## config.mk

```make
export PLATFORM = sky130hd
export DESIGN_NAME = result_collector
export DESIGN_NICKNAME = d
export VERILOG_FILES = /design/src/rtl/systolic_pkg.sv /design/src/rtl/row_fifo.sv /design/src/rtl/result_collector.sv
export SDC_FILE = /design/constraint.sdc
export NUM_CORES = 1
export LEC_CHECK = 0
export CAP_MARGIN = 20
export CELL_PAD_IN_SITES_DETAIL_PLACEMENT = 0
export CELL_PAD_IN_SITES_GLOBAL_PLACEMENT = 1
export CORE_MARGIN = 8
export CORE_UTILIZATION = 55
export CTS_BUF_LIST = sky130_fd_sc_hd__clkbuf_4
export CTS_CLUSTER_SIZE = 25
export DETAILED_ROUTE_END_ITERATION = 8
export PLACE_DENSITY_LB_ADDON = 0.1
export SKIP_LAST_GASP = 1
export SLEW_MARGIN = 10
export SYNTH_ARGS = -nofsm -noshare
export SYNTH_HDL_FRONTEND = slang
export SYNTH_SLANG_ARGS = --single-unit
```

## constraint.sdc

```tcl
create_clock -name clk -period 5.6 [get_ports clk]
set_input_delay 0.56 -clock clk [delete_from_list [all_inputs] [get_ports clk]]
set_output_delay 0.56 -clock clk [all_outputs]
set_load 0.01 [all_outputs]
```

## src/rtl/systolic_pkg.sv

```systemverilog
// systolic_pkg: types, defaults and helpers shared by the systolic-array
// scheduler and the result collector.
package systolic_pkg;

    // Collector life cycle for one matrix.
    typedef enum logic [1:0] {
        IDLE    = 2'd0,
        COLLECT = 2'd1,
        DRAIN   = 2'd2,
        DONE    = 2'd3
    } collector_state_e;

    // Default width of one partial sum.
    localparam int DEFAULT_DATA_SIZE = 32;

    // Bit offset of column `col` inside a packed row; column 0 sits in the LSBs.
    function automatic int col_lsb(input int col, input int data_size);
        return col * data_size;
    endfunction

endpackage

```

## src/rtl/row_fifo.sv

```systemverilog
// row_fifo: small synchronous FIFO holding deskewed rows. A push into a full
// FIFO is accepted when a pop happens in the same cycle. The head entry is
// presented combinationally and reads as zero while the FIFO is empty.
module row_fifo #(
    parameter int WIDTH = 8,
    parameter int DEPTH = 4
) (
    input  logic                   clk,
    input  logic                   reset,
    input  logic                   push_i,
    input  logic [WIDTH-1:0]       push_data_i,
    input  logic                   pop_i,
    output logic [WIDTH-1:0]       head_data_o,
    output logic                   full_o,
    output logic                   empty_o,
    output logic [$clog2(DEPTH):0] count_o
);

    localparam int AW = $clog2(DEPTH);

    logic [WIDTH-1:0] mem_q [DEPTH];
    logic [AW-1:0]    wr_ptr_q;
    logic [AW-1:0]    rd_ptr_q;
    logic [AW:0]      count_q;
    logic             do_push;
    logic             do_pop;

    assign full_o  = (count_q == (AW+1)'(DEPTH));
    assign empty_o = (count_q == '0);
    assign do_pop  = pop_i && !empty_o;
    assign do_push = push_i && (!full_o || do_pop);

    // Row storage; left unreset so it can map onto RAM.
    always_ff @(posedge clk) begin
        if (do_push) begin
            mem_q[wr_ptr_q] <= push_data_i;
        end
    end

    // Pointers and occupancy; pointers wrap naturally since DEPTH is a power of two.
    always_ff @(posedge clk or posedge reset) begin
        if (reset) begin
            wr_ptr_q <= '0;
            rd_ptr_q <= '0;
            count_q  <= '0;
        end else begin
            if (do_push) begin
                wr_ptr_q <= wr_ptr_q + AW'(1);
            end
            if (do_pop) begin
                rd_ptr_q <= rd_ptr_q + AW'(1);
            end
            if (do_push && !do_pop) begin
                count_q <= count_q + (AW+1)'(1);
            end else if (do_pop && !do_push) begin
                count_q <= count_q - (AW+1)'(1);
            end
        end
    end

    assign head_data_o = empty_o ? '0 : mem_q[rd_ptr_q];
    assign count_o     = count_q;

endmodule

```

## src/rtl/result_collector.sv

```systemverilog
// result_collector: deskews the skewed column stream leaving the bottom of the
// systolic array into whole rows, buffers them in row_fifo and hands them
// downstream over valid/ready, raising done once a full matrix has drained.
// Build macro RESULT_COLLECTOR_ERR_CHECK_EN adds the column-alignment check
// that drives err; without it err is tied low.
module result_collector
    import systolic_pkg::*;
#(
    parameter int MATRIX_SIZE = 2,
    parameter int DATA_SIZE   = DEFAULT_DATA_SIZE,
    parameter int FIFO_DEPTH  = 4
) (
    input  logic                             clk,
    input  logic                             reset,
    input  logic                             general_enable,
    input  logic                             start,
    input  logic [MATRIX_SIZE-1:0]           col_valid,
    input  logic [MATRIX_SIZE*DATA_SIZE-1:0] col_data,
    output logic                             row_valid,
    output logic [MATRIX_SIZE*DATA_SIZE-1:0] row_data,
    output logic [$clog2(MATRIX_SIZE):0]     row_index,
    input  logic                             row_ready,
    output logic                             busy,
    output logic                             done,
    output logic                             overflow,
    output logic                             err
);

    localparam int N  = MATRIX_SIZE;
    localparam int IW = $clog2(N) + 1;
    localparam int RW = N * DATA_SIZE;
    localparam int CW = $clog2(FIFO_DEPTH) + 1;
    localparam logic [IW-1:0] ROWS = IW'(N);

    collector_state_e state_q, state_d;
    logic [IW-1:0]    push_cnt_q, push_cnt_d;
    logic [IW-1:0]    pop_cnt_q, pop_cnt_d;
    logic             overflow_q, overflow_d;
    logic             flush;
    logic [N-1:0]     aln_valid_c, aln_valid_q;
    logic [RW-1:0]    aln_data_c, aln_data_q;
    logic             row_arrive;
    logic             pop;
    logic             fifo_full;
    logic             fifo_empty;
    logic [CW-1:0]    fifo_count;
    logic [RW+IW-1:0] fifo_head;

    // A start is only honoured between matrices; it also flushes the deskew path.
    assign flush = start && (state_q == IDLE || state_q == DONE);

    // Column j is delayed N-1-j cycles so that all columns line up with column N-1.
    genvar gi;
    generate
        for (gi = 0; gi < N; gi++) begin : g_col
            localparam int DEPTH = N - 1 - gi;
            if (DEPTH == 0) begin : g_pass
                assign aln_valid_c[gi] = col_valid[gi];
                assign aln_data_c[col_lsb(gi, DATA_SIZE) +: DATA_SIZE] =
                    col_data[col_lsb(gi, DATA_SIZE) +: DATA_SIZE];
            end else begin : g_dly
                logic [DEPTH-1:0]     v_q;
                logic [DATA_SIZE-1:0] d_q [DEPTH];
                // Skew-compensation shift chain, frozen while general_enable is low.
                always_ff @(posedge clk or posedge reset) begin
                    if (reset) begin
                        v_q <= '0;
                        for (int k = 0; k < DEPTH; k++) d_q[k] <= '0;
                    end else if (flush) begin
                        v_q <= '0;
                        for (int k = 0; k < DEPTH; k++) d_q[k] <= '0;
                    end else if (general_enable) begin
                        v_q[0] <= col_valid[gi];
                        d_q[0] <= col_data[col_lsb(gi, DATA_SIZE) +: DATA_SIZE];
                        for (int k = 1; k < DEPTH; k++) begin
                            v_q[k] <= v_q[k-1];
                            d_q[k] <= d_q[k-1];
                        end
                    end
                end
                assign aln_valid_c[gi] = v_q[DEPTH-1];
                assign aln_data_c[col_lsb(gi, DATA_SIZE) +: DATA_SIZE] = d_q[DEPTH-1];
            end
        end
    endgenerate

    // Aligned-row stage: a complete row is written into the FIFO one cycle after its last column.
    always_ff @(posedge clk or posedge reset) begin
        if (reset) begin
            aln_valid_q <= '0;
            aln_data_q  <= '0;
        end else if (flush) begin
            aln_valid_q <= '0;
            aln_data_q  <= '0;
        end else if (general_enable) begin
            aln_valid_q <= aln_valid_c;
            aln_data_q  <= aln_data_c;
        end
    end

    // Rows outside COLLECT are discarded; the row number travels with the data.
    assign row_arrive = general_enable && aln_valid_q[N-1] && (state_q == COLLECT);
    assign pop        = !fifo_empty && row_ready;

    row_fifo #(
        .WIDTH(RW + IW),
        .DEPTH(FIFO_DEPTH)
    ) u_row_fifo (
        .clk        (clk),
        .reset      (reset),
        .push_i     (row_arrive),
        .push_data_i({push_cnt_q, aln_data_q}),
        .pop_i      (row_ready),
        .head_data_o(fifo_head),
        .full_o     (fifo_full),
        .empty_o    (fifo_empty),
        .count_o    (fifo_count)
    );

    // Next state, saturating row counters and overflow flag.
    always_comb begin
        state_d    = state_q;
        push_cnt_d = push_cnt_q;
        pop_cnt_d  = pop_cnt_q;
        overflow_d = overflow_q;
        if (row_arrive && push_cnt_q != ROWS) begin
            push_cnt_d = push_cnt_q + IW'(1);
        end
        if (pop && pop_cnt_q != ROWS) begin
            pop_cnt_d = pop_cnt_q + IW'(1);
        end
        if (row_arrive && fifo_full && !pop) begin
            overflow_d = 1'b1;
        end
        case (state_q)
            IDLE, DONE: begin
                if (start) begin
                    state_d    = COLLECT;
                    push_cnt_d = '0;
                    pop_cnt_d  = '0;
                    overflow_d = 1'b0;
                end
            end
            COLLECT: begin
                if (push_cnt_d == ROWS) state_d = DRAIN;
            end
            DRAIN: begin
                if (pop_cnt_d == ROWS && (fifo_empty || (fifo_count == CW'(1) && pop))) begin
                    state_d = DONE;
                end
            end
            default: state_d = IDLE;
        endcase
    end

    // Control state registers.
    always_ff @(posedge clk or posedge reset) begin
        if (reset) begin
            state_q    <= IDLE;
            push_cnt_q <= '0;
            pop_cnt_q  <= '0;
            overflow_q <= 1'b0;
        end else begin
            state_q    <= state_d;
            push_cnt_q <= push_cnt_d;
            pop_cnt_q  <= pop_cnt_d;
            overflow_q <= overflow_d;
        end
    end

`ifdef RESULT_COLLECTOR_ERR_CHECK_EN
    logic err_q, err_d;

    // A row closed by column N-1 must have every column valid; the row is still kept.
    always_comb begin
        err_d = err_q;
        if (flush) begin
            err_d = 1'b0;
        end else if (row_arrive && !(&aln_valid_q)) begin
            err_d = 1'b1;
        end
    end

    // Sticky alignment error register.
    always_ff @(posedge clk or posedge reset) begin
        if (reset) begin
            err_q <= 1'b0;
        end else begin
            err_q <= err_d;
        end
    end

    assign err = err_q;
`else
    logic unused_aln_valid;
    assign unused_aln_valid = ^aln_valid_q[N-2:0];
    assign err = 1'b0;
`endif

    assign row_valid = !fifo_empty;
    assign row_data  = fifo_head[RW-1:0];
    assign row_index = fifo_head[RW +: IW];
    assign busy      = (state_q == COLLECT) || (state_q == DRAIN);
    assign done      = (state_q == DONE);
    assign overflow  = overflow_q;

endmodule

```

==> results of run 1 <==
how the worst max path moves through the flow:
stage / from / endpoint / slack [ps] / cells after the start
CTS: u_row_fifo.count_o[0]$_DFFE_PP0P_ / row_data[20] / 1490 / 7
finish: u_row_fifo.count_o[0]$_DFFE_PP0P_ / row_data[20] / 1580 / 7
floorplan: reset / aln_data_q[0]$_DFFE_PP0P_ / 2110 / 1
global placement: u_row_fifo.rd_ptr_q[0]$_DFFE_PP0P_ / row_data[18] / 2270 / 4
global route: u_row_fifo.count_o[0]$_DFFE_PP0P_ / row_data[20] / 1350 / 7
detailed placement: u_row_fifo.count_o[0]$_DFFE_PP0P_ / row_data[20] / 2250 / 7
placed cells by master (no fill, tap or decap), drive strengths merged:
master	Yosys	final
clkbuf	21	151
diode	0	1
a221oi	1	1
nor2	104	104
o311a	1	1
a211oi	1	1
ha	14	14
nand4b	1	1
nor4	1	1
or2	1	1
mux4	66	66
and3	1	1
xor2	2	2
nand3	2	2
edfxtp	264	264
and2	71	71
inv	13	14
buf	24	7
dfrtp	111	111
clkinv	0	20
o21ai	5	5
or3	2	2
conb	1	1
a41oi	1	1
xnor2	5	5
nand2	4	4
mux2i	98	98
o32ai	1	1
nand2b	1	1
a21oi	4	4
nor2b	1	1
o22ai	1	1
a21o	1	1
mux2	1	1
clkdlybuf4s50	0	138
layout make-up:
| class | instances | area share, % |
|---|---|---|
| clock inverters | 21 | 0.462 |
| well taps | 341 | 2.42 |
| clock buffers | 151 | 6.44 |
| inverters | 13 | 0.292 |
| repair buffers | 145 | 8.17 |
| multi-input cells | 392 | 21.3 |
| diodes | 1 | 0.0142 |
| flip-flops and latches | 375 | 60.9 |
worst max-delay path, stage by stage (launching register included):
cell and delay, ps:
sky130_fd_sc_hd__dfrtp_1 410, sky130_fd_sc_hd__inv_1 90, sky130_fd_sc_hd__ha_1 230, sky130_fd_sc_hd__nor2b_1 170, sky130_fd_sc_hd__inv_2 470, sky130_fd_sc_hd__buf_4 520, sky130_fd_sc_hd__and2_1 290, sky130_fd_sc_hd__clkdlybuf4s50_1 570
per-stage QoR:
step	utilization (%)	cell area [sq um]	worst slack [ps]	hold slack (ps)
after floorplan	-	14700	2110	475
after global placement	61.6	16400	2270	481
after detailed placement	61.6	16400	2250	501
after CTS	66.2	17600	1490	336
after global routing	66.2	17600	1350	369
final	66.2	17600	1580	386
cell families after synthesis:
family,after synthesis,share of synthesized area (%)
and+or+nand+nor,189,6.21
muxes,165,16.9
other,1,0.0255
AOI/OAI and AO/OA,16,0.698
DFF,375,72.9
xor gates and xnor gates,7,0.417
adders and majority gates,14,1.19
buffers and inverters,58,1.72
sequential cells by signal, summed over array words and instances, names as in the netlist:
signal,count
push_cnt_q,2
aln_valid_q,1
u_row_fifo.mem_q,264
pop_cnt_q,2
aln_data_q,64
u_row_fifo.rd_ptr_q,2
u_row_fifo.count_o,3
overflow,1
u_row_fifo.wr_ptr_q,2
state_q,2
g_col.g_dly.d_q,32
power groups by stage:
stage	clock, mW	combinational [mW]	sequential [mW]
final	2.23	2.48	3.96
after global routing	2.45	2.70	4.03
after CTS	2.29	2.54	3.97
after detailed placement	0	2.52	4.03
after global placement	0	2.48	3.98
after floorplan	0	1.61	3.73
per-layer routing:
layer  global-route usage [%]  up-vias
met5                        0        -
met4                     6.47        2
met3                     4.84       36
met2                     32.4      225
met1                     21.5     3992
li1                         -     3554
==> results.md, run 1 <==
Run status:
- The flow ran to the end, and the final reports show no timing, DRC or antenna violations.

Critical path:
- In this run the critical register-to-register path is captured at u_row_fifo.mem_q[3][21]$_DFFE_PP_.
- The peak fanout along the critical path is 38.
- The setup path with the least slack is of type flip-flop to output pin.
- The worst reg-to-reg setup slack is around 2800 ps.
- The data required time of the worst path is between 5000 and 6000 ps.
- For the worst setup path, the data arrival time is around 3500 ps.
- The reg-to-reg startpoint is u_row_fifo.count_o[0]$_DFFE_PP0P_.
- The worst register-to-register path has a depth of 5.
- The worst setup path is launched from a flip-flop.
- The critical path capture point type is an output pin.

Synth:
- The synthesized design spends more area on one cell type than any other, namely sky130_fd_sc_hd__edfxtp_1.
- Summed over its instances, the top area cell type makes up between 50% and 60% of the synthesized netlist area.
- sky130_fd_sc_hd__edfxtp_1 is the most common cell in the netlist.
- In this run, synthesis inferred approximately 260 flip-flops with an integrated enable.
- For this run, the leading register cell type out of synthesis is sky130_fd_sc_hd__edfxtp_1.
- The portion of the post-synthesis area used by sequential elements is 72.9%.
- The count of different cell masters after synthesis is 36.
- After synthesis, the most frequently instantiated cells are sky130_fd_sc_hd__edfxtp_1, sky130_fd_sc_hd__dfrtp_1, sky130_fd_sc_hd__nor2_1.
- After synthesis, the cell types taking the most area are sky130_fd_sc_hd__edfxtp_1, sky130_fd_sc_hd__dfrtp_1, sky130_fd_sc_hd__mux4_2.
- The number of nets in the synthesized netlist is slightly above 900.
- Counting every instance in the synthesized netlist gives approximately 830.
- The synthesized flop and latch total is between 300 and 400.
- Summing every instance area after synthesis gives ~0.015 sq mm.
- After synthesis, the mean cell area works out to approximately 18 sq um.
- The number of warnings printed during yosys synthesis is 0.
- In the synthesized netlist the async set-or-reset flop fraction comes to 29.6%.

Power and ir drop:
- Sequential cells account for ~46% of the total power.
- The share of power burned in combinational logic is between 20% and 30%.
- Summed over all nets, the switching power comes to about 2.5 mW.
- The leakage power is 6.80 nW.
- Net switching is 29.4% of the power.
- Internal power comes to 6.13 mW.
- The share of total power dissipated in the clock network is between 20% and 30%.
- Overall power consumption after layout is estimated at a little under 9 mW.
- The power density of the placed cells is 493 mW/mm^2.
- The worst IR drop on VDD is approximately 270 uV.

Floorplanning:
- The floorplan step defined a core boundary enclosing between 0.02 and 0.03 sq mm.
- The effective utilization at floorplan is 55.3%.
- The standard-cell row count is 60.
- The die is 179 um wide.
- The die extent in y is 179 um.
- The die covers about 0.032 sq mm.
- The number of ports placed on the die boundary is roughly 140.

Drt:
- The number of antenna-violating nets in the routed design is 0.
- In the detailed route, the total length drawn on met3 is approximately 1.5 mm.
- Wire segments on met2 add up to approximately 15 mm in the final route.
- After detailed routing, the number of remaining DRC violations is 0.
- The total routed wirelength is 28.8 mm.
- The average wire per cell in the routed design is 20.0 um.
- Summing over every cut layer, the via total after detailed routing is approximately 8000.
- Routed signal wires occupy layers up through met5.
- The first routing iteration left 448 violations.
- After detailed routing, the number of vias per cell comes to between 5 and 6.
- The detailed-router iteration count before antenna repair is 4.
- The detailed router put a total of ~12 mm of wire on met1.

Global route:
- For this run, the total global-route usage over all layers was measured as around 18%.
- Entering global routing, the biggest net connects 73 pins.
- The number of global-route vias before repair is a little under 9000.
- The first-pass GRT wire length is roughly 47 mm.
- The initial antenna violation count came to 2.
- The global route total overflow is 0.

CTS:
- TritonCTS built the clock tree.
- The post-CTS setup-driven buffer insertion count is 0.
- No sink is reached through more buffers than the 3 on the longest clock path.
- The insertion delay of the later-clocked pin in the worst-skew pair is around 680 ps.
- The number of hold buffers added after CTS is 0.
- The clock buffer count from CTS is 93.
- The clock-pin slew of the registers on the worst-case setup and hold paths is 60 ps.
- The clock net in this run drives a total of 375 sinks.
- The root buffer cell chosen for the clock tree is sky130_fd_sc_hd__clkbuf_4.
- The quantity of gates resized following cts is 0.
- The H-tree generated during clock tree synthesis spans 3 levels.

Placement:
- The congestion estimate from routability-driven global placement came to between 0.7 and 0.8.
- The count of buffers added on input and output ports is around 140.
- The instance count after placement with tap cells included is 1266.
- The total half-perimeter wirelength after legalization and detailed placement is around 16 mm.

Finish:
- The number of nets in the final layout is between 1000 and 1500.
- The layout overhead on the synthesized area is 19.8%.
- Excluding fillers, the count of instances in the completed layout stands at 1439.
- Of the cells placed in the final design, the portion with a size suffix greater than 1 is a little over a fifth.
- The multi-input combinational cell area is between 0.003 and 0.004 sq mm.
- The sequential standard cell area is around 0.011 sq mm.
- The count of fill cells added during filler insertion is about 1900.

Timing:
- Static timing analysis puts the maximum clock frequency at about 250 MHz.
- At the pin with the least slew margin, the transition time is between 1000 and 1500 ps.
- Setup violations remaining at the end of the flow were counted as 0.
- The total negative slack for setup checks is 0 ps.
- The final critical-path share of the clock period is 71.7%.
- The count of final hold-check violations is 0.
- Measured against its own limit, the worst slew margin works out to between 20% and 30%.
- Setup repair after global routing left no endpoint under its margin.
- For the final database, setup skew stands at about 24 ps.
- The final count of pins violating max slew is 0.
- The smallest clock period supported by the final layout is computed as 4020 ps.

Min path:
- The kind of path behind the tightest hold check is input port to async pin.

Job:
- The count of max-cap constraint violations is 0.
Power figures use the tool's default switching activity.
==> inputs of run 2 (changes only) <==
--- a/config.mk
+++ b/config.mk
@@ -9,7 +9,7 @@
 export CELL_PAD_IN_SITES_DETAIL_PLACEMENT = 0
 export CELL_PAD_IN_SITES_GLOBAL_PLACEMENT = 1
 export CORE_MARGIN = 8
-export CORE_UTILIZATION = 55
+export CORE_UTILIZATION = 46
 export CTS_BUF_LIST = sky130_fd_sc_hd__clkbuf_4
 export CTS_CLUSTER_SIZE = 25
 export DETAILED_ROUTE_END_ITERATION = 8
==> constraint.sdc (replaced) <==
create_clock -name clk -period 3.3 [get_ports clk]
set_input_delay 0.33 -clock clk [delete_from_list [all_inputs] [get_ports clk]]
set_output_delay 0.33 -clock clk [all_outputs]
set_load 0.01 [all_outputs]
==> run 2 against run 1 <==
  * Power increased by 75%
  * Design area increased by 2.9%
  * Combinational power increased by 93%
  * Cell count increased by 6.0%
  * Hold slack got worse by 150 ps
  * Core utilization decreased by 8.7 points
==> results.md, run 2 (synthesized netlist as in run 1, its figures left out) <==
Critical path:
- The worst reg-to-reg setup slack is approximately 1100 ps.
- The logic depth of the worst setup path including buffers is 7.
- The startpoint-to-endpoint class of the critical path is flip-flop to output pin.
- The cell family contributing the most delay on the critical path is buffers and inverters.
- The peak fanout along the critical path is 38.
- Counting both buffers and inverters, the worst setup path holds a total of 4.
- The stage delay of the slowest cell on the critical path is slightly below 500 ps.
- STA puts the critical path data required time at 2970 ps.
- The signal on the critical path passes through inv_1, ha_1, nor2b_4, clkinv_4, buf_12, and2_1, clkdlybuf4s50_1.
- The cell with the largest stage delay on the worst path is sky130_fd_sc_hd__clkdlybuf4s50_1.
- The worst setup path is launched from a flip-flop.
- STA classifies the critical path endpoint as an output pin.
- The logic depth of the worst register-to-register path is 7.
- Data arrives at the worst endpoint at between 2000 and 3000 ps.

Drt:
- The via total after detailed routing is around 7800.
- The total routed wirelength is between 30 and 40 mm.
- Dividing the detail-routed wire length by the instance count gives 20.4 um.
- After detailed routing, no signal wire sits above met5.
- For this run, the detailed router's first-pass iteration total came to 4.
- The detailed router's first-iteration violation count is 349.
- The sum of routed wire segments on met1 is about 13 mm.
- The total DRC errors in the routed layout is 0.
- In the routed layout, each cell is associated on average with a via count of between 5 and 6.
- The routed length on met2 is between 15 and 20 mm.
- Once detail routing completed, the nets flagged for antenna violations numbered 0.
- The detailed route wirelength on metal3 is between 1.5 and 2 mm.

Power and ir drop:
- The leakage power is ~7 nW.
- The share of total power consumed by net switching is 29.7%.
- The internal power contribution is between 10 and 15 mW.
- The worst IR drop on VDD is ~800 uV.
- Per report_power, the combinational group accounts for 31.5% of the total.
- The switching power summed over all nets is between 4 and 5 mW.
- The share of power burned in the clock network is about 26%.
- The overall power is between 15 and 20 mW.
- For this design the ratio of total power to cell area is approximately 840 mW/mm^2.
- Of the total power, registers draw a little over two fifths.

Timing:
- On the final layout, the worst clock skew is between 60 and 70 ps.
- Setup repair after global routing left no endpoint under its margin.
- The final count of pins violating max slew came to 0.
- The final critical path takes up between 90% and 100% of the cycle.
- The transition at the pin with the smallest max-transition slack is 764 ps.
- Headroom to the max-slew limit came out at 49.1%.
- The minimum clock period after layout is between 3000 and 4000 ps.
- The total of endpoints with negative setup slack in the final report is 0.
- Adding up every negative setup slack in the final design gives 0 ps.
- The count of final hold-check violations was 0.
- The upper clock frequency limit is 327 MHz.

Global route:
- In the global route stage, overall resource usage came out at between 10% and 20%.
- The first global-routing pass estimated 49.2 mm of wire.
- The number of global-route vias before repair is 8762.
- Entering global routing, the biggest net connects 99 pins.
- The initial antenna violation count is 2.
- The total overflow left after global routing is 0.

Placement:
- The congestion estimate from routability-driven global placement came to ~0.72.
- The total half-perimeter wirelength after legalization and detailed placement is 17.9 mm.
- The number of placed instances, taps included, is between 1000 and 1500.
- Buffers placed on the I/O ports in this run total between 100 and 150.

Floorplanning:
- The die outline area is approximately 0.038 sq mm.
- The standard-cell row count is between 60 and 70.
- The die extent in y is 195 um.
- The floorplan step set the die width to slightly below 200 um.
- The number of ports placed on the die boundary is between 100 and 150.
- The initial utilization of the core area, before any placement, comes to a little under half.
- The total area inside the core boundary comes to 0.0315 sq mm.

Finish:
- The register with the most flip-flops in the layout has 264 of them.
- The layout has approximately 2500 filler cells.
- In the final layout, the registers with the most flip-flops are u_row_fifo.mem_q (264), aln_data_q (64), g_col.g_dly.d_q (32).
- Leaving out filler cells and counting taps, the final layout contains approximately 1500.
- In the final layout, the share of cells above drive strength 1 is between 20% and 30%.
- The final layout contains 1127 nets.
- In the layout the commonest cells are sky130_fd_sc_hd__edfxtp_1, sky130_fd_sc_hd__clkbuf_4, sky130_fd_sc_hd__clkdlybuf4s50_1.
- Cells fill 57.5% of the core in the end.
- The layout overhead on the synthesized area is 23.2%.
- The register with the most flip-flops in the final layout is u_row_fifo.mem_q.
- Leaving out fill and tap cells, the most frequent cell in the layout is sky130_fd_sc_hd__edfxtp_1.

Job:
- The count of max-cap constraint violations is 0.

CTS:
- The number of clock buffers added by TritonCTS is 93.
- The number of H-tree branching levels is 3.
- CTS saw 375 sinks.
- After clock tree synthesis, the clock-pin slew on the worst setup and hold paths is 70 ps.
- The longest clock path from root to sink contains 3 buffers.
- The TritonCTS clock tree is yes.
- The cell sitting at the root of the clock tree is a sky130_fd_sc_hd__clkbuf_4.
- The clock reaches the later pin of the worst-skew pair after between 700 and 800 ps.

Run status:
- The run finished with clean final reports.

Min path:
- In this run the worst hold path is classified as input port to flip-flop.
- Along the worst hold path, the cell count comes to 3.
==> run 2: cell type report <==
| type | instances | area, sq um | share of cell area [%] |
|---|---|---|---|
| inverter | 13 | 56.3 | 0.311 |
| timing repair buffer | 166 | 1800 | 9.94 |
| multi-input combinational | 392 | 3760 | 20.8 |
| tap | 402 | 503 | 2.78 |
| clock buffer | 151 | 1130 | 6.26 |
| clock inverter | 24 | 133 | 0.733 |
| timing repair inverter | 1 | 5.00 | 0.0276 |
| antenna | 1 | 2.50 | 0.0138 |
| sequential | 375 | 10700 | 59.2 |
==> run 2: worst paths after layout <==
| path | to | start |
|---|---|---|
| worst max register to register | u_row_fifo.mem_q[2][59]$_DFFE_PP_ | state_q[1]$_DFFE_PP0P_ |
| max in group asynchronous | u_row_fifo.rd_ptr_q[0]$_DFFE_PP0P_ | reset |
| worst min-delay path | aln_data_q[33]$_DFFE_PP0P_ | col_data[33] |
| min in group asynchronous | g_col[0].g_dly.d_q[19]$_DFFE_PP0P_ | reset |
| worst min register to register | u_row_fifo.mem_q[0][64]$_DFFE_PP_ | push_cnt_q[0]$_DFF_PP0_ |
| worst max-delay path | row_data[30] | u_row_fifo.count_o[0]$_DFFE_PP0P_ |
==> run 2: stage by stage <==
| stage | instance area [sq um] | hold slack [ps] | worst slack [ps] |
|---|---|---|---|
| global route | 18100 | 179 | 35.8 |
| detailed placement | 16800 | 499 | 655 |
| floorplan | 14700 | 475 | 39.3 |
| global placement | 16800 | 482 | 693 |
| finish | 18100 | 237 | 239 |
| CTS | 18100 | 158 | 28.7 |
==> run 2: what timing repair did <==
item,CTS,global route
buffers inserted,3,0
gates cloned,0,1
hold buffers,2,0
endpoints found under the setup margin,58,27
endpoints found under the hold margin,5,0
gates resized for setup,1,3
==> run 2: worst register-to-register path: cells and delay by family (launching register included) <==
kind,cells,cell delay [ps]
fa+ha+maj,1,280
flops,1,410
simple gates,3,680
buf+inv,3,540
==> run 2: routing by layer <==
| layer | GRT usage (%) | vias to the layer above |
|---|---|---|
| li1 | - | 3606 |
| met1 | 20.4 | 3939 |
| met2 | 28.8 | 183 |
| met3 | 4.44 | 46 |
| met4 | 4.84 | 2 |
| met5 | 0 | - |
==> run 2: power by group through the flow <==
stage / registers (mW) / logic (mW) / clock network [mW]
CTS: 6.46 / 4.90 / 4.07
finish: 6.46 / 4.78 / 3.93
global route: 6.55 / 5.20 / 4.33
floorplan: 6.33 / 2.73 / 0
global placement: 6.59 / 4.61 / 0
detailed placement: 6.67 / 4.67 / 0
==> inputs of run 3 (changes only) <==
--- a/config.mk
+++ b/config.mk
@@ -14,6 +14,7 @@
 export CTS_CLUSTER_SIZE = 25
 export DETAILED_ROUTE_END_ITERATION = 8
 export PLACE_DENSITY_LB_ADDON = 0.1
+export SETUP_SLACK_MARGIN = 0.15
 export SKIP_LAST_GASP = 1
 export SLEW_MARGIN = 10
 export SYNTH_ARGS = -nofsm -noshare
==> run 3 against run 2 <==
  * Clock power barely moved
  * Sequential cell count stayed put
  * Non-clock buffer count unchanged
  * Maximum frequency rose by 2.4%
  * Wire length is 1.2% higher
  * Largest power group unchanged
  * Die area did not move
  * Design area up 0.17%
  * First-iteration DRC count is 30% higher
  * Clock-buffer cell count is 1 lower
==> results.md, run 3 (synthesized netlist as in run 1, its figures left out) <==
CTS:
- The tree is rooted in a sky130_fd_sc_hd__clkbuf_4.
- The number of H-tree branching levels is 3.
- The clock buffer count from CTS is 96.
- The number of buffers on the longest clock path is 3.
- Clock latency on the worst-skew pair, taken at its later pin, is around 700 ps.
- The sink count of the clock tree is roughly 380.
- The TritonCTS clock tree is yes.
- The clock-pin slew of the registers on the worst-case setup and hold paths is about 70 ps.

Timing:
- The upper clock frequency limit is between 300 and 400 MHz.
- The worst setup margin is just over 300 ps.
- The maximum clock skew at final layout is between 40 and 50 ps.
- Setup repair after global routing could not meet its margin everywhere.
- After layout, the worst path uses roughly 91% of the clock period.
- The total negative slack for setup checks is 0 ps.
- The count of final hold-check violations is 0.
- The final count of pins violating max slew was 0.
- Setup violations remaining at the end of the flow were counted as 0.
- At the pin with the least slew margin, the transition time is 823 ps.
- For the finished layout, the period the worst path requires is between 2000 and 3000 ps.
- Headroom to the max-slew limit came out at around 45%.

Critical path:
- STA puts the critical path data arrival time at between 2000 and 3000 ps.
- Of all nets on the critical path, the largest fanout is 14.
- STA classifies the critical path endpoint as an output pin.
- The data required time of the worst path is between 2000 and 3000 ps.
- The slowest stage of the critical path belongs to the cell sky130_fd_sc_hd__clkdlybuf4s50_1.
- The startpoint-to-endpoint class of the critical path is flip-flop to output pin.
- The count of buffering cells on the critical path with inverters included is 4.
- The worst setup path is launched from a flip-flop.
- The largest single stage delay on the critical path is ~550 ps.
- The critical path goes through inv_1, ha_1, nor2b_4, bufinv_8, buf_8, and2_1, clkdlybuf4s50_1.
- Among cell families on the critical path, the largest total delay comes from buffers and inverters.

Drt:
- In this run, the number of DRC markers left after iteration 0 of detailed routing was around 460.
- The final route contains around 8000 vias.
- After detailed routing, the average wire length per cell comes to around 21 um.
- The mean number of vias per cell is approximately 5.2.
- In this run the remaining antenna-violating nets after routing total 0.
- The total routed wirelength is 31.5 mm.
- In the routed design, unresolved DRC markers number 0.
- The detailed-router iteration count before antenna repair is 4.

Global route:
- The first global-routing pass estimated a little under 50 mm of wire.
- The global route total overflow is 0.
- For this run, the total global-route usage over all layers was measured as 16.7%.
- The pin count of the biggest net entering global routing is 99.
- The initial antenna violation count was 3.
- The number of global-route vias before repair is between 8000 and 9000.

Finish:
- Counting flops per register, the top entry is u_row_fifo.mem_q.
- The fraction of final layout cells sized beyond drive strength 1 is between 20% and 30%.
- Compared with the post-synthesis result, the final layout area differs by 23.4%.
- The register with the most flip-flops in the layout has around 260 of them.
- The most common cell after layout, fill and taps aside is sky130_fd_sc_hd__edfxtp_1.
- For this run, the post-layout net count is 1130.
- The library cells used most frequently in the layout, excluding fill and tap cells, are sky130_fd_sc_hd__edfxtp_1, sky130_fd_sc_hd__clkbuf_4, sky130_fd_sc_hd__clkdlybuf4s50_1.
- In the final layout, the registers with the most flip-flops are u_row_fifo.mem_q (264), aln_data_q (64), g_col.g_dly.d_q (32).

Job:
- The count of max-cap constraint violations is 0.

Placement:
- The minimum setup slack after placement is approximately 530 ps.
- The final weighted congestion of routability-driven global placement is between 0.6 and 0.7.
- In this run the tool buffered the top-level ports with between 100 and 150 buffer cells.
- Once detailed placement completed, the half-perimeter wirelength came to approximately 18 mm.

Floorplanning:
- In this run the vertical extent of the chip is a little under 200 um.
- The floorplan die width is between 150 and 200 um.
- For this design the top-level I/O count stands at between 100 and 150.
- The standard-cell row count is 65.
- The floorplan step defined a die boundary enclosing 0.0379 sq mm.
- The standard cell core area is approximately 0.031 sq mm.
- The effective utilization at floorplan is a little under half.

Power and ir drop:
- The power density of the placed cells is about 840 mW/mm^2.
- The analysis attributes to cell leakage a power of 7.04 nW.
- The worst IR drop on VDD is about 420 uV.

Run status:
- The run finished with clean final reports.

Min path:
- In this run the worst hold path is classified as input port to flip-flop.
run 3: cell types whose count changed in the layout (fill, tap and decap cells not counted), moves of 3 or more:
| cell | before | now |
|---|---|---|
| sky130_fd_sc_hd__buf_8 | 0 | 3 |
| sky130_fd_sc_hd__buf_12 | 16 | 11 |
| sky130_fd_sc_hd__dlymetal6s2s_1 | 0 | 4 |
| sky130_fd_sc_hd__clkinvlp_4 | 2 | 5 |
| sky130_fd_sc_hd__clkinv_1 | 15 | 20 |
| sky130_fd_sc_hd__clkdlybuf4s50_1 | 138 | 134 |
run 3: area by class of cell:
| type | instances | area (sq um) |
|---|---|---|
| sequential | 375 | 10700 |
| fill | 2460 | 13300 |
| antenna | 1 | 2.50 |
| clock buffer | 150 | 1130 |
| tap | 402 | 503 |
| inverter | 13 | 66.3 |
| multi-input combinational | 392 | 3760 |
| timing repair inverter | 1 | 6.26 |
| timing repair buffer | 166 | 1830 |
| clock inverter | 29 | 131 |
run 3: worst reg2reg max path, stage by stage (launching register included):
cell,delay [ps]
sky130_fd_sc_hd__dfrtp_1,400
sky130_fd_sc_hd__inv_1,90
sky130_fd_sc_hd__ha_1,280
sky130_fd_sc_hd__nand3_1,120
sky130_fd_sc_hd__nor2_1,450
sky130_fd_sc_hd__and2_4,580
sky130_fd_sc_hd__buf_4,290
run 3: what timing repair did:
item | in CTS | in global routing
hold buffers | 1 | 0
endpoints found under the setup margin | 67 | 42
gates resized for setup | 8 | 7
buffers inserted | 3 | 0
pin swaps | 0 | 0
cloned | 1 | 1
endpoints found under the hold margin | 8 | 0
run 3: per-stage QoR:
stage | total power [mW] | hold slack [ps] | cells | cell area [sq um] | utilization (%)
floorplan | 9.06 | 475 | 825 | 14700 | -
CTS | 15.4 | 47.9 | 1527 | 18100 | 57.5
detailed placement | 11.3 | 501 | 1343 | 16700 | 53.2
global placement | 11.2 | 483 | 1343 | 16700 | 53.2
global route | 16.1 | 51.8 | 1529 | 18100 | 57.6
finish | 15.2 | 115 | 1529 | 18100 | 57.6
run 3: worst paths after layout:
path	startpoint	slack [ps]	to	cells past startpoint
min in group asynchronous	reset	590	g_col[0].g_dly.d_q[17]$_DFFE_PP0P_	3
setup / recovery	u_row_fifo.count_o[1]$_DFFE_PP0P_	310	row_index[1]	7
hold / removal	general_enable	110	push_cnt_q[0]$_DFF_PP0_	4
max in group asynchronous	reset	2050	aln_data_q[49]$_DFFE_PP0P_	4
setup reg to reg	state_q[1]$_DFFE_PP0P_	780	u_row_fifo.mem_q[3][4]$_DFFE_PP_	6
hold reg to reg	aln_data_q[21]$_DFFE_PP0P_	490	u_row_fifo.mem_q[1][21]$_DFFE_PP_	0
run 3: where the power goes:
part / switching [mW] / total [mW] / leakage, nW / internal, mW
logic: 2.21 / 4.82 / 2.46 / 2.61
registers: 0.500 / 6.44 / 3.84 / 5.94
clock network: 1.82 / 3.90 / 0.742 / 2.08
total: 4.53 / 15.2 / 7.04 / 10.6
run 3: layer usage:
layer  up-vias  GRT usage [%]  part of all wire [%]
met5         -              0                 0.086
met4         4           5.57                   1.8
met3        56           4.72                   5.4
met2       221           27.8                    50
met1      3993           20.9                    43
li1       3609              -                     -
